===== config.mk =====
export PLATFORM = sky130hd
export DESIGN_NAME = reg_file_banked_flat
export DESIGN_NICKNAME = d
export VERILOG_FILES = /design/src/rtl/reg_file_banked_if.sv /design/src/rtl/reg_file_banked.sv /design/src/flat_wrapper.sv
export SDC_FILE = /design/constraint.sdc
export NUM_CORES = 1
export LEC_CHECK = 0
export ABC_AREA = 1
export CAP_MARGIN = 20
export CORE_UTILIZATION = 59
export DETAILED_ROUTE_END_ITERATION = 6
export GPL_TIMING_DRIVEN = 0
export PLACE_DENSITY = 0.86
export SLEW_MARGIN = 20
export SYNTH_ARGS = -nofsm -noshare
export SYNTH_HDL_FRONTEND = slang
export SYNTH_SLANG_ARGS = --single-unit

===== constraint.sdc =====
create_clock -name clk -period 4.4 [get_ports clk]
set_input_delay 0.44 -clock clk [delete_from_list [all_inputs] [get_ports clk]]
set_output_delay 0.44 -clock clk [all_outputs]
set_load 0.01 [all_outputs]

===== src/rtl/reg_file_banked_if.sv =====
// Inport/outport valid-ready bundle between the control unit and reg_file_banked.
// master = control unit / requester side, slave = register file.
interface reg_file_banked_if #(
  parameter int unsigned WIDTH = 16
);
  logic             in_req;
  logic             in_valid;
  logic [WIDTH-1:0] in_data;
  logic             in_ready;
  logic             out_req;
  logic [WIDTH-1:0] out_data;
  logic             out_valid;
  logic             out_ready;

  modport master (
    output in_req, in_valid, in_data, out_req, out_ready,
    input  in_ready, out_data, out_valid
  );

  modport slave (
    input  in_req, in_valid, in_data, out_req, out_ready,
    output in_ready, out_data, out_valid
  );
endinterface


===== src/rtl/reg_file_banked.sv =====
// Banked register file: NREGS GPRs (r0 = accumulator with LIFO backup), flags, SP, RA, I/O handshakes.
// Optional macro RF_BYPASS_EN: reads return the value being written on the same edge.
module reg_file_banked #(
  parameter int unsigned     WIDTH        = 16,
  parameter int unsigned     NREGS        = 8,
  parameter int unsigned     SHADOW_DEPTH = 4,
  parameter logic [WIDTH-1:0] SP_RESET    = WIDTH'(16'hFFFF),
  localparam int unsigned    AW           = $clog2(NREGS)
) (
  input  logic             clk,
  input  logic             rst,
  input  logic             wr_en,
  input  logic [AW-1:0]    wr_addr,
  input  logic [WIDTH-1:0] wr_data,
  input  logic [AW-1:0]    rd_addr_a,
  output logic [WIDTH-1:0] rd_data_a,
  input  logic [AW-1:0]    rd_addr_b,
  output logic [WIDTH-1:0] rd_data_b,
  input  logic             backup,
  input  logic             restore,
  output logic             shadow_full,
  output logic             shadow_empty,
  output logic             shadow_err,
  input  logic             page_wr,
  input  logic [3:0]       page_in,
  input  logic             compare_wr,
  input  logic [2:0]       compare_in,
  input  logic             int_wr,
  input  logic [8:0]       int_in,
  output logic [15:0]      flag_out,
  input  logic [1:0]       sp_op,
  input  logic [WIDTH-1:0] sp_in,
  output logic [WIDTH-1:0] sp_out,
  input  logic             ra_wr,
  input  logic [WIDTH-1:0] ra_in,
  output logic [WIDTH-1:0] ra_out,
  reg_file_banked_if.slave io
);

  localparam int unsigned CW    = $clog2(SHADOW_DEPTH + 1);
  localparam int unsigned IW    = (SHADOW_DEPTH > 1) ? $clog2(SHADOW_DEPTH) : 1;
  localparam int unsigned SLOTS = 1 << IW;
  localparam int unsigned FW    = 16;

  typedef enum logic {S_IDLE, S_BUSY} out_state_e;

  logic [WIDTH-1:0] r_regs     [NREGS];
  logic [WIDTH-1:0] w_reg_next [NREGS];
  logic [WIDTH-1:0] r_shadow   [SLOTS];
  logic [CW-1:0]    r_cnt;
  logic             r_err;
  logic [3:0]       r_page;
  logic [8:0]       r_int;
  logic [2:0]       r_cmp;
  logic [FW-1:0]    r_flag;
  logic [WIDTH-1:0] r_sp;
  logic [WIDTH-1:0] r_ra;
  logic [WIDTH-1:0] r_rd_a;
  logic [WIDTH-1:0] r_rd_b;
  logic [WIDTH-1:0] r_out_data;
  logic             r_out_valid;
  out_state_e       r_state;
  out_state_e       w_state_nxt;
  logic [WIDTH-1:0] w_out_data_nxt;
  logic             w_out_valid_nxt;
  logic             w_full;
  logic             w_empty;
  logic             w_capture;
  logic             w_push;
  logic             w_pop;
  logic             w_err_set;
  logic [IW-1:0]    w_push_idx;
  logic [IW-1:0]    w_top_idx;
  logic [WIDTH-1:0] w_rd_a;
  logic [WIDTH-1:0] w_rd_b;

  assign w_full     = (r_cnt == CW'(SHADOW_DEPTH));
  assign w_empty    = (r_cnt == '0);
  assign w_capture  = io.in_req && io.in_valid;
  assign w_push     = backup && !restore && !w_full;
  assign w_pop      = restore && !backup && !w_empty;
  assign w_err_set  = (backup && restore) || (backup && w_full) || (restore && w_empty);
  assign w_push_idx = IW'(r_cnt);
  assign w_top_idx  = IW'(r_cnt - CW'(1));

  // Next register values; r0 arbitration: capture > restore > write. An attempted restore always claims r0.
  always_comb begin
    w_reg_next = r_regs;
    for (int i = 1; i < int'(NREGS); i++) begin
      if (wr_en && (wr_addr == AW'(i))) w_reg_next[i] = wr_data;
    end
    if (w_capture) begin
      w_reg_next[0] = io.in_data;
    end else if (restore) begin
      if (w_pop) w_reg_next[0] = r_shadow[w_top_idx];
    end else if (wr_en && (wr_addr == '0)) begin
      w_reg_next[0] = wr_data;
    end
  end

`ifdef RF_BYPASS_EN
  assign w_rd_a = w_reg_next[rd_addr_a];
  assign w_rd_b = w_reg_next[rd_addr_b];
`else
  assign w_rd_a = r_regs[rd_addr_a];
  assign w_rd_b = r_regs[rd_addr_b];
`endif

  // Outport handshake: capture r0 on request in IDLE, hold until the consumer accepts.
  always_comb begin
    w_state_nxt     = r_state;
    w_out_data_nxt  = r_out_data;
    w_out_valid_nxt = r_out_valid;
    case (r_state)
      S_IDLE: begin
        if (io.out_req) begin
          w_state_nxt     = S_BUSY;
          w_out_data_nxt  = r_regs[0];
          w_out_valid_nxt = 1'b1;
        end
      end
      S_BUSY: begin
        if (io.out_ready) begin
          w_state_nxt     = S_IDLE;
          w_out_valid_nxt = 1'b0;
        end
      end
      default: w_state_nxt = S_IDLE;
    endcase
  end

  always_ff @(posedge clk) begin
    if (rst) r_state <= S_IDLE;
    else     r_state <= w_state_nxt;
  end

  always_ff @(posedge clk) begin
    if (rst) begin
      for (int i = 0; i < int'(NREGS); i++) r_regs[i] <= '0;
      for (int i = 0; i < int'(SLOTS); i++) r_shadow[i] <= '0;
      r_cnt       <= '0;
      r_err       <= 1'b0;
      r_page      <= '0;
      r_int       <= '0;
      r_cmp       <= '0;
      r_flag      <= '0;
      r_sp        <= SP_RESET;
      r_ra        <= '0;
      r_rd_a      <= '0;
      r_rd_b      <= '0;
      r_out_data  <= '0;
      r_out_valid <= 1'b0;
    end else begin
      r_regs <= w_reg_next;
      if (w_push) begin
        r_shadow[w_push_idx] <= r_regs[0];
        r_cnt                <= r_cnt + CW'(1);
      end else if (w_pop) begin
        r_cnt <= r_cnt - CW'(1);
      end
      if (w_err_set) r_err <= 1'b1;
      if (page_wr)    r_page <= page_in;
      if (int_wr)     r_int  <= int_in;
      if (compare_wr) r_cmp  <= compare_in;
      r_flag <= {r_page, r_int, r_cmp};
      case (sp_op)
        2'b01:   r_sp <= sp_in;
        2'b10:   r_sp <= r_sp - WIDTH'(1);
        2'b11:   r_sp <= r_sp + WIDTH'(1);
        default: r_sp <= r_sp;
      endcase
      if (ra_wr) r_ra <= ra_in;
      r_rd_a      <= w_rd_a;
      r_rd_b      <= w_rd_b;
      r_out_data  <= w_out_data_nxt;
      r_out_valid <= w_out_valid_nxt;
    end
  end

  assign rd_data_a    = r_rd_a;
  assign rd_data_b    = r_rd_b;
  assign shadow_full  = w_full;
  assign shadow_empty = w_empty;
  assign shadow_err   = r_err;
  assign flag_out     = r_flag;
  assign sp_out       = r_sp;
  assign ra_out       = r_ra;
  assign io.in_ready  = io.in_req;
  assign io.out_data  = r_out_data;
  assign io.out_valid = r_out_valid;

endmodule


===== src/flat_wrapper.sv =====
// flat-port wrapper written by rule: the top's interface ports become plain ports
module reg_file_banked_flat 
#(
  parameter int unsigned     WIDTH        = 16,
  parameter int unsigned     NREGS        = 8,
  parameter int unsigned     SHADOW_DEPTH = 4,
  parameter logic [WIDTH-1:0] SP_RESET    = WIDTH'(16'hFFFF),
  localparam int unsigned    AW           = $clog2(NREGS)
)
  (clk, rst, wr_en, wr_addr, wr_data, rd_addr_a, rd_data_a, rd_addr_b, rd_data_b, backup, restore, shadow_full, shadow_empty, shadow_err, page_wr, page_in, compare_wr, compare_in, int_wr, int_in, flag_out, sp_op, sp_in, sp_out, ra_wr, ra_in, ra_out, io_in_req, io_in_valid, io_in_data, io_out_req, io_out_ready, io_in_ready, io_out_data, io_out_valid);
  reg_file_banked_if #(.WIDTH(WIDTH)) io_i ();
  input  logic clk;
  input  logic rst;
  input  logic wr_en;
  input  logic [AW-1:0] wr_addr;
  input  logic [WIDTH-1:0] wr_data;
  input  logic [AW-1:0] rd_addr_a;
  output logic [WIDTH-1:0] rd_data_a;
  input  logic [AW-1:0] rd_addr_b;
  output logic [WIDTH-1:0] rd_data_b;
  input  logic backup;
  input  logic restore;
  output logic shadow_full;
  output logic shadow_empty;
  output logic shadow_err;
  input  logic page_wr;
  input  logic [3:0] page_in;
  input  logic compare_wr;
  input  logic [2:0] compare_in;
  input  logic int_wr;
  input  logic [8:0] int_in;
  output logic [15:0] flag_out;
  input  logic [1:0] sp_op;
  input  logic [WIDTH-1:0] sp_in;
  output logic [WIDTH-1:0] sp_out;
  input  logic ra_wr;
  input  logic [WIDTH-1:0] ra_in;
  output logic [WIDTH-1:0] ra_out;
  input wire logic [$bits(io_i.in_req)-1:0] io_in_req;
  input wire logic [$bits(io_i.in_valid)-1:0] io_in_valid;
  input wire logic [$bits(io_i.in_data)-1:0] io_in_data;
  input wire logic [$bits(io_i.out_req)-1:0] io_out_req;
  input wire logic [$bits(io_i.out_ready)-1:0] io_out_ready;
  output wire logic [$bits(io_i.in_ready)-1:0] io_in_ready;
  output wire logic [$bits(io_i.out_data)-1:0] io_out_data;
  output wire logic [$bits(io_i.out_valid)-1:0] io_out_valid;
  assign io_i.in_req = io_in_req;
  assign io_i.in_valid = io_in_valid;
  assign io_i.in_data = io_in_data;
  assign io_i.out_req = io_out_req;
  assign io_i.out_ready = io_out_ready;
  assign io_in_ready = io_i.in_ready;
  assign io_out_data = io_i.out_data;
  assign io_out_valid = io_i.out_valid;
  reg_file_banked #(.WIDTH(WIDTH), .NREGS(NREGS), .SHADOW_DEPTH(SHADOW_DEPTH), .SP_RESET(SP_RESET)) u_core (.clk(clk), .rst(rst), .wr_en(wr_en), .wr_addr(wr_addr), .wr_data(wr_data), .rd_addr_a(rd_addr_a), .rd_data_a(rd_data_a), .rd_addr_b(rd_addr_b), .rd_data_b(rd_data_b), .backup(backup), .restore(restore), .shadow_full(shadow_full), .shadow_empty(shadow_empty), .shadow_err(shadow_err), .page_wr(page_wr), .page_in(page_in), .compare_wr(compare_wr), .compare_in(compare_in), .int_wr(int_wr), .int_in(int_in), .flag_out(flag_out), .sp_op(sp_op), .sp_in(sp_in), .sp_out(sp_out), .ra_wr(ra_wr), .ra_in(ra_in), .ra_out(ra_out), .io(io_i));
endmodule

==> flow_summary.json, run 1 <==
{
  "die_area_sq_um": 24610,
  "hold_buffers": 0,
  "vias": 14900,
  "place.detailed.hpwl_microns": 36890,
  "final_max_slew_viol_count": 0,
  "design_area_sq_um": 17530,
  "yosysWarningCount": 0,
  "timing.fmax_ghz": 0.3235,
  "relSlewSlack_pct": 44.73,
  "die_y_microns": 156.9,
  "hp-class": "input port to register",
  "arrival_ns": 3.27,
  "synth_top_area_share_pct": 34.79,
  "clk_pin_slew_ns": 0.07,
  "hold_viol_final": 0,
  "syn_area_sq_um": 14150,
  "fin_nets": 2239,
  "portBuffers": 199,
  "rr_worst_depth": 10,
  "io_pins": 205,
  "synth_top_area_cell": "dfxtp_1",
  "wl_microns": 51640,
  "synth_ff_type": "dfxtp_1",
  "postSynthCellCount": 1884,
  "diodes": 0,
  "p_leak_nw": 7.100,
  "start_kind": "register",
  "finClkSkew_ns": 0.01909,
  "yosysMostFrequentCell": "o21ai_0",
  "start_util_pct": 60.30,
  "min_period_ns": 3.091,
  "synth-async-reset-ratio_pct": 0,
  "first_pass_iters": 7,
  "die_w_microns": 156.9,
  "rsz0062_at_grt": "no",
  "tightest_slew_ns": 0.8270,
  "wl_per_cell_microns": 21.02,
  "gp_congestion": 1.023,
  "synth_area_leaders": "dfxtp_1 (35%), o21ai_0 (14%), edfxtp_1 (14%)",
  "violations": "design-rule violations",
  "timing.hold.ws_ns": 0.3244,
  "globalRoute.totalOverflow": 0,
  "syn-num-nets": 2008,
  "p_total_mw": 7.054,
  "post_route_cells_drive_above_1_share_pct": 5.332,
  "drcViolationCount": 15,
  "syn_area_per_cell_sq_um": 7.513,
  "yosys-top-cells-count": "o21ai_0 (392), nor2_1 (350), a21oi_1 (251), dfxtp_1 (246), nand2_1 (160)",
  "cap_violations": 0,
  "rows": 56,
  "placed_area_sq_um": 16570,
  "ir_worst_vdd_mv": 0.3317,
  "finalSetupViolations": 0,
  "final_util_pct": 74.69,
  "ant_nets": 0,
  "timing.hold.worst_path_depth": 4,
  "worstSetupPathType": "register to register",
  "p_per_area_nw_per_um2": 402.4,
  "antenna_found_initial": 0,
  "finalCritPeriodShare_pct": 70.26,
  "synthToLayoutAreaGrowth_pct": 23.87,
  "htree_levels": 1,
  "worstSkewPairLatency_ns": 0.56,
  "grt_pass1_vias": 13650,
  "cp.required_ns": 4.58,
  "grt_use_total_pct": 41.35,
  "post_cts_resized": 0,
  "clock_path_buffers": 3,
  "drt_iter0_markers": 1787,
  "cts_tree": "done",
  "path_max_fanout": 16,
  "grt_start_max_net_pins": 19,
  "fin_tns_setup_ns": 0,
  "ys_seq_area_share_pct": 48.37,
  "ys_ff_latch": 310,
  "synthDistinctLibCells": 40,
  "cts_root_buffer": "clkbuf_16",
  "cts.sinks": 310,
  "core-area_sq_um": 23470,
  "outcome": "complete, but fails checks",
  "synth_edf_count": 64,
  "cp-end-kind": "register",
  "postCtsSetupRepairBufs": 0,
  "grt_first_pass_wirelength_microns": 76180,
  "cts_made_buffers": 29,
  "viasPerCell": 6.064
}
worst paths after layout:
path / startpoint / to / slack (ns)
worst max-delay path: u_core.r_cnt[0]$_SDFFE_PP0P_ / u_core.r_shadow[0][15]$_SDFFCE_PN0P_ / 1.31
worst min-delay path: restore / u_core.r_regs[122]$_SDFFE_PP0P_ / 0.32
worst max register to register: u_core.r_cnt[0]$_SDFFE_PP0P_ / u_core.r_shadow[0][15]$_SDFFCE_PN0P_ / 1.31
worst min register to register: u_core.r_int[3]$_SDFFE_PP0P_ / u_core.flag_out[6]$_SDFF_PP0_ / 0.43
per-layer routing:
metal	routed length [microns]	GRT usage, %	vias to the layer above
met5	0	0	-
met4	2995	21.80	0
met3	6233	6.009	205
met2	23090	66.58	1052
met1	19320	53.81	6854
li1	-	-	6788
flip-flops by register name, indices dropped and copies added, names as in the netlist, 3 cells and up:
register	cells
u_core.sp_out	16
u_core.r_regs	128
u_core.flag_out	16
u_core.rd_data_a	16
u_core.ra_out	16
u_core.r_page	4
u_core.r_shadow	64
u_core.r_cnt	3
u_core.r_int	9
u_core.r_cmp	3
u_core.io.out_data	16
u_core.rd_data_b	16
placed cells by master (no fill, tap or decap), drive strengths merged, types with 46 or more instances in the layout:
cell / count
dfxtp: 246
clkbuf: 111
nor2: 357
a21oi: 251
o21ai: 407
inv: 167
edfxtp: 64
buf: 46
clkdlybuf4s50: 199
nand2: 163
cells by family after synthesis:
| family | Yosys count | synth area share [%] |
|---|---|---|
| AOI/OAI and AO/OA | 700 | 25.47 |
| and+or+nand+nor | 561 | 15.76 |
| DFF | 310 | 48.37 |
| buffers and inverters | 290 | 8.389 |
| adders and majority gates | 20 | 1.821 |
| xor gates and xnor gates | 3 | 0.1857 |
metrics by stage:
stage	instances	worst slack, ns
final	2457	1.309
after global routing	2457	1.171
after CTS	2457	1.329
after detailed placement	2403	1.235
after global placement	2402	0.5217
after floorplan	1884	1.402
critical path, cell delays in order (launching register included):
cell,delay [ns]
dfxtp_1,0.52
inv_2,0.06
buf_2,0.20
buf_4,0.21
ha_1,0.22
nand2_1,0.14
nand4_4,0.23
nor2_4,0.24
nand2_4,0.12
buf_6,0.17
nand2_1,0.61
power by group:
part | switching, mW | internal [mW] | total (mW) | leakage [nW]
combinational | 0.832 | 0.487 | 1.32 | 3.93
clock | 1.11 | 1.46 | 2.57 | 0.490
sequential | 0.0985 | 3.07 | 3.17 | 2.68
total | 2.04 | 5.01 | 7.05 | 7.10
layout make-up:
class,instances,area [sq um]
Fill cell,1768,5941
Tap cell,319,399.1
Clock inverter,21,207.7
Timing Repair Buffer,200,2007
Clock buffer,33,750.7
Multi-Input combinational cell,1284,6133
Inverter,167,629.4
Sequential cell,310,6847
Buffer,123,558.0
(Power assumes the default switching activity.)
==> run 2: changes to the inputs <==
- CORE_UTILIZATION: 59 -> 49
- PLACE_DENSITY: 0.86 -> 0.76
- clock period: 4.4 -> 2.6 ns (I/O delays scaled with it)
==> run 2 against run 1 <==
Net effect:
- largest cell class unchanged
- wire length decreased by 1.2%
- die area increased by 20%
- first-iteration DRC count decreased by 17%
- cell area increased by 0.97%
- register-to-register slack got worse by 1.1 ns
- utilization decreased by 12 points
- critical path depth decreased by 4
- the flow now finishes without violations
- worst setup slack got worse by 1.2 ns
- hold slack got worse by 0.20 ns
- non-clock buffer count decreased by 1
==> flow_summary.json, run 2 (synthesis results as in run 1) <==
{
  "outcome": "completed",
  "whs_endpoint": "u_core.r_regs[122]$_SDFFE_PP0P_",
  "r2r_start": "u_core.r_cnt[0]$_SDFFE_PP0P_",
  "globalRoute.totalOverflow": 0,
  "power.combinational.fraction_pct": 18.3,
  "cts_root_buffer": "clkbuf_16",
  "largest_reg_flops": 128,
  "p_leak_nw": 7.108,
  "top_regs": "u_core.r_regs (128), u_core.r_shadow (64)",
  "grt_pass1_vias": 13170,
  "grt_use_total_pct": 34.06,
  "viasPerCell": 5.723,
  "layout_commonest_cell": "o21ai_0",
  "rsz0062_at_grt": "no",
  "fin_tns_setup_ns": 0,
  "switching_share_pct": 29.00,
  "finalSetupViolations": 0,
  "fin_nets": 2240,
  "ant_nets": 0,
  "p_int_mw": 8.573,
  "grt_first_pass_wirelength_microns": 75530,
  "grt_start_max_net_pins": 19,
  "worstSkewPairLatency_ns": 0.59,
  "synthToLayoutAreaGrowth_pct": 25.07,
  "vias": 14420,
  "antenna_found_initial": 1,
  "drt_iter0_markers": 1488,
  "final_max_slew_viol_count": 0,
  "p_per_area_nw_per_um2": 682.1,
  "die_y_microns": 172.0,
  "p_switching_mw": 3.502,
  "cp_cell_sequence": "inv_4 > buf_6 > ha_1 > nand2_1 > inv_1 > clkdlybuf4s50_1",
  "cts_tree": "done",
  "finalCritPeriodShare_pct": 95.12,
  "die_area_sq_um": 29570,
  "cp.required_ns": 2.34,
  "cp-end-kind": "primary output",
  "hold_buffers": 0,
  "die_w_microns": 172.0,
  "rows": 61,
  "critPathSlowestCell": "clkdlybuf4s50_1",
  "htree_levels": 1,
  "cts.sinks": 310,
  "worstSetupPathType": "register to primary output",
  "cts_made_buffers": 31,
  "start_util_pct": 50.39,
  "r2r_end": "u_core.r_regs[124]$_SDFFE_PP0P_",
  "finClkSkew_ns": 0.01154,
  "top_register": "u_core.r_regs",
  "wl_microns": 51040,
  "path_max_fanout": 11,
  "timing.hold.worst_path_depth": 4,
  "mostFrequentLayoutCells": "o21ai_0 (392), nor2_1 (350), a21oi_1 (251)",
  "portBuffers": 199,
  "ir_worst_vdd_mv": 0.5757,
  "gp_congestion": 0.9988,
  "start_kind": "register",
  "timing.fmax_ghz": 0.4043,
  "post_route_cells_drive_above_1_share_pct": 5.605,
  "rr_worst_depth": 9,
  "wl_per_cell_microns": 20.25,
  "hold_viol_final": 0,
  "hold_start": "restore",
  "core-area_sq_um": 28090,
  "final_util_pct": 63.03,
  "hp-class": "input port to register",
  "drcViolationCount": 0,
  "power_frac_seq_pct": 44.3,
  "arrival_ns": 2.21,
  "relSlewSlack_pct": 39.25,
  "slowest_delay_ns": 0.53,
  "min_period_ns": 2.473,
  "io_pins": 205,
  "clk_pin_slew_ns": 0.06,
  "pwr-share-clk_pct": 37.4,
  "clock_path_buffers": 3,
  "first_pass_iters": 6,
  "cap_violations": 0,
  "tightest_slew_ns": 0.9112,
  "place.detailed.hpwl_microns": 37190,
  "rrSetupSlack_ns": 0.16
}
run 2: metrics by stage:
stage	std cells	total power, mW	hold WS [ns]	area (sq um)	setup WS (ns)
6_report	2520	12.07	0.1277	17700	0.1268
5_1_grt	2519	12.50	0.1241	17700	0.006777
4_1_cts	2519	12.05	0.1162	17700	0.07598
3_5_place_dp	2462	7.591	0.4194	16650	-0.4849
3_3_place_gp	2461	7.547	0.4168	16620	-0.5402
2_1_floorplan	1884	6.608	0.3823	14160	0.08515
run 2: routing by layer:
layer  vias to the layer above  routed length (microns)  track usage (%)
li1                       6788                        -                -
met1                      6732                    21040            45.74
met2                       767                    22520            53.45
met3                       136                     4880            5.631
met4                         0                     2594            16.08
met5                         -                        0                0
run 2: layout make-up:
class	instances	area, sq um
Fill cell	2579	10390
Sequential cell	310	6848
Multi-Input combinational cell	1284	6156
Timing Repair Buffer	200	2007
Clock buffer	40	869.6
Inverter	167	631.9
Buffer	122	556.8
Tap cell	378	473.0
Clock inverter	18	157.7
Antenna cell	1	2.502
run 2: critical path: cells and delay by family (launching register included):
| family | cells | cell delay, ns |
|---|---|---|
| fa+ha+maj | 1 | 0.18 |
| buf+inv | 4 | 0.95 |
| simple gates | 1 | 0.13 |
| flops | 1 | 0.38 |
run 2: what timing repair did:
item,CTS,global route
gates resized for setup,8,1
endpoints found under the setup margin,59,2
buffers inserted,0,0
run 2: power by group through the flow:
stage,clock network [mW],logic [mW],registers [mW]
floorplan,0,1.15,5.46
global placement,0,2.11,5.44
CTS,4.54,2.17,5.34
detailed placement,0,2.15,5.44
global route,4.73,2.40,5.37
finish,4.52,2.21,5.35
run 2: how the worst max path moves through the flow:
stage | from | endpoint | slack [ns]
floorplan | u_core.r_cnt[0]$_SDFFE_PP0P_ | u_core.r_shadow[3][0]$_DFFE_PP_ | 0.09
global placement | u_core.r_cnt[0]$_SDFFE_PP0P_ | u_core.r_shadow[3][10]$_DFFE_PP_ | -0.54
detailed placement | rst | u_core.r_shadow[0][11]$_SDFFCE_PN0P_ | -0.48
CTS | u_core.r_cnt[0]$_SDFFE_PP0P_ | shadow_full | 0.08
global route | u_core.r_cnt[0]$_SDFFE_PP0P_ | shadow_full | 0.007
finish | u_core.r_cnt[0]$_SDFFE_PP0P_ | shadow_full | 0.13
==> run 3: changes to the inputs <==
- CORE_ASPECT_RATIO: default -> 0.75
==> run 3 against run 2 <==
Net effect:
- non-clock buffer count stayed put
- hold slack lost 0.014 ns
- sequential share of layout area grew 0.074 points
- largest power group unchanged
- count of clock-buffer cells in the layout rose by 11
- worst setup slack got worse by 0.052 ns
- critical endpoint is now u_core.r_shadow[3][9]$_DFFE_PP_
- maximum frequency shrank 2.1%
- clock skew grew 0.0025 ns
- first-iteration DRC count grew 16%
==> flow_summary.json, run 3 (synthesis results as in run 1) <==
{
  "mostFrequentLayoutCells": "o21ai_0 (392), nor2_1 (350), a21oi_1 (251)",
  "cp_cell_sequence": "clkdlybuf4s50_1 > inv_2 > clkbuf_1 > clkbuf_1 > o31ai_4 > buf_8",
  "clock_path_buffers": 3,
  "p_int_mw": 8.499,
  "top_register": "u_core.r_regs",
  "postCtsSetupRepairBufs": 0,
  "p_total_mw": 11.94,
  "nFillCells": 2504,
  "finClkSkew_ns": 0.01403,
  "post_route_cells_drive_above_1_share_pct": 5.517,
  "layout_commonest_cell": "o21ai_0",
  "fin_nets": 2240,
  "viasPerCell": 5.813,
  "grt_pass1_vias": 13540,
  "first_pass_iters": 6,
  "hold_viol_final": 0,
  "power.combinational.fraction_pct": 18.6,
  "cts_made_buffers": 31,
  "path_max_fanout": 11,
  "drcViolationCount": 0,
  "cp-end-kind": "register",
  "die_w_microns": 198.2,
  "cts_root_buffer": "clkbuf_16",
  "portBuffers": 199,
  "critPathSlowestCell": "clkbuf_1",
  "io_pins": 205,
  "path_depth": 6,
  "largest_reg_flops": 128,
  "wl_microns": 50830,
  "rows": 53,
  "crit_family": "buffers and inverters",
  "p_leak_nw": 7.105,
  "drt_iter0_markers": 1722,
  "worstSkewPairLatency_ns": 0.58,
  "min_period_ns": 2.525,
  "outcome": "completed",
  "timing.hold.ws_ns": 0.1141,
  "crit_top_cell": "clkbuf_1",
  "place.detailed.hpwl_microns": 37090,
  "start_util_pct": 50.22,
  "grt_first_pass_wirelength_microns": 75700,
  "synthToLayoutAreaGrowth_pct": 24.83,
  "p_per_area_nw_per_um2": 675.9,
  "switching_share_pct": 28.83,
  "antenna_found_initial": 1,
  "globalRoute.totalOverflow": 0,
  "timing.hold.worst_path_depth": 5,
  "grt_start_max_net_pins": 19,
  "top_regs": "u_core.r_regs (128), u_core.r_shadow (64)",
  "gp_congestion": 0.9607,
  "rsz0062_at_grt": "no",
  "timing.fmax_ghz": 0.3960,
  "cts.sinks": 310,
  "tightest_slew_ns": 1.145,
  "pwr-share-clk_pct": 36.6,
  "die_area_sq_um": 29580,
  "finalCritPeriodShare_pct": 97.13,
  "core-area_sq_um": 28180,
  "cp.required_ns": 2.94,
  "cts_tree": "done",
  "path_buf_inv": 5,
  "die_y_microns": 149.2,
  "ir_worst_vdd_mv": 0.5493,
  "clk_pin_slew_ns": 0.06,
  "arrival_ns": 2.87,
  "vias": 14680,
  "rr_worst_depth": 9,
  "ant_nets": 0,
  "start_kind": "input port",
  "worstSetupPathType": "input port to register",
  "grt_use_total_pct": 33.59,
  "p_switching_mw": 3.443,
  "cap_violations": 0,
  "slowest_delay_ns": 0.90,
  "relSlewSlack_pct": 23.66,
  "hp-class": "input port to register",
  "htree_levels": 1,
  "finalSetupViolations": 0,
  "final_max_slew_viol_count": 0,
  "wl_per_cell_microns": 20.13,
  "power_frac_seq_pct": 44.7
}
-- run 3: area by class of cell --
type / count / area [sq um] / share of cell area, %
antenna: 1 / 2.502 / 0.01416
buffer: 122 / 556.8 / 3.151
clock buffer: 51 / 953.4 / 5.396
clock inverter: 5 / 28.78 / 0.1629
inverter: 167 / 634.4 / 3.590
multi-input combinational: 1284 / 6156 / 34.84
sequential: 310 / 6848 / 38.76
tap: 385 / 481.7 / 2.726
timing repair buffer: 200 / 2007 / 11.36
-- run 3: path summary, 6_finish.rpt --
| check | start | endpoint | slack (ns) |
|---|---|---|---|
| hold reg to reg | u_core.r_int[2]$_SDFFE_PP0P_ | u_core.flag_out[5]$_SDFF_PP0_ | 0.43 |
| setup reg to reg | u_core.r_cnt[0]$_SDFFE_PP0P_ | u_core.r_shadow[1][13]$_SDFFCE_PN0P_ | 0.17 |
| hold / removal | restore | u_core.r_regs[115]$_SDFFE_PP0P_ | 0.11 |
| setup / recovery | rst | u_core.r_shadow[3][9]$_DFFE_PP_ | 0.07 |
-- run 3: worst reg2reg max path, cell delays in order (launching register included) --
cell and delay, ns:
dfxtp_2 0.46, inv_6 0.09, buf_6 0.16, ha_1 0.22
nand2_1 0.15, nand4_4 0.23, nor2_2 0.16, nand2_2 0.18
buf_6 0.22, nand2_4 0.24
-- run 3: power groups by stage --
| stage | clock, mW | combinational [mW] | sequential [mW] |
|---|---|---|---|
| final | 4.38 | 2.23 | 5.34 |
| after global placement | 0 | 2.10 | 5.43 |
| after global routing | 4.59 | 2.41 | 5.37 |
| after detailed placement | 0 | 2.14 | 5.44 |
| after CTS | 4.38 | 2.17 | 5.34 |
| after floorplan | 0 | 1.15 | 5.46 |
-- run 3: routing by layer --
metal / up-vias / global-route usage, % / part of all wire, %
li1: 6774 / - / -
met1: 6780 / 46.54 / 41
met2: 992 / 49.09 / 41
met3: 131 / 10.56 / 15
met4: 2 / 11.71 / 3.5
met5: - / 0 / 0.024
-- run 3: metrics by stage --
| stage | instances | cell area (sq um) | TNS [ns] | setup slack, ns | util (%) |
|---|---|---|---|---|---|
| after floorplan | 1884 | 14160 | 0 | 0.08515 | - |
| after global placement | 2468 | 16630 | -34.51 | -0.6637 | 59.01 |
| after detailed placement | 2469 | 16660 | -28.33 | -0.5973 | 59.10 |
| after CTS | 2524 | 17660 | 0 | 0.05509 | 62.66 |
| after global routing | 2524 | 17670 | 0 | 0.007822 | 62.68 |
| final | 2525 | 17670 | 0 | 0.07475 | 62.69 |
-- run 3: repair_timing --
item,4_1_cts,5_1_grt
hold buffers,0,0
gates resized for setup,8,2
endpoints found under the setup margin,59,1
pin swaps,0,0
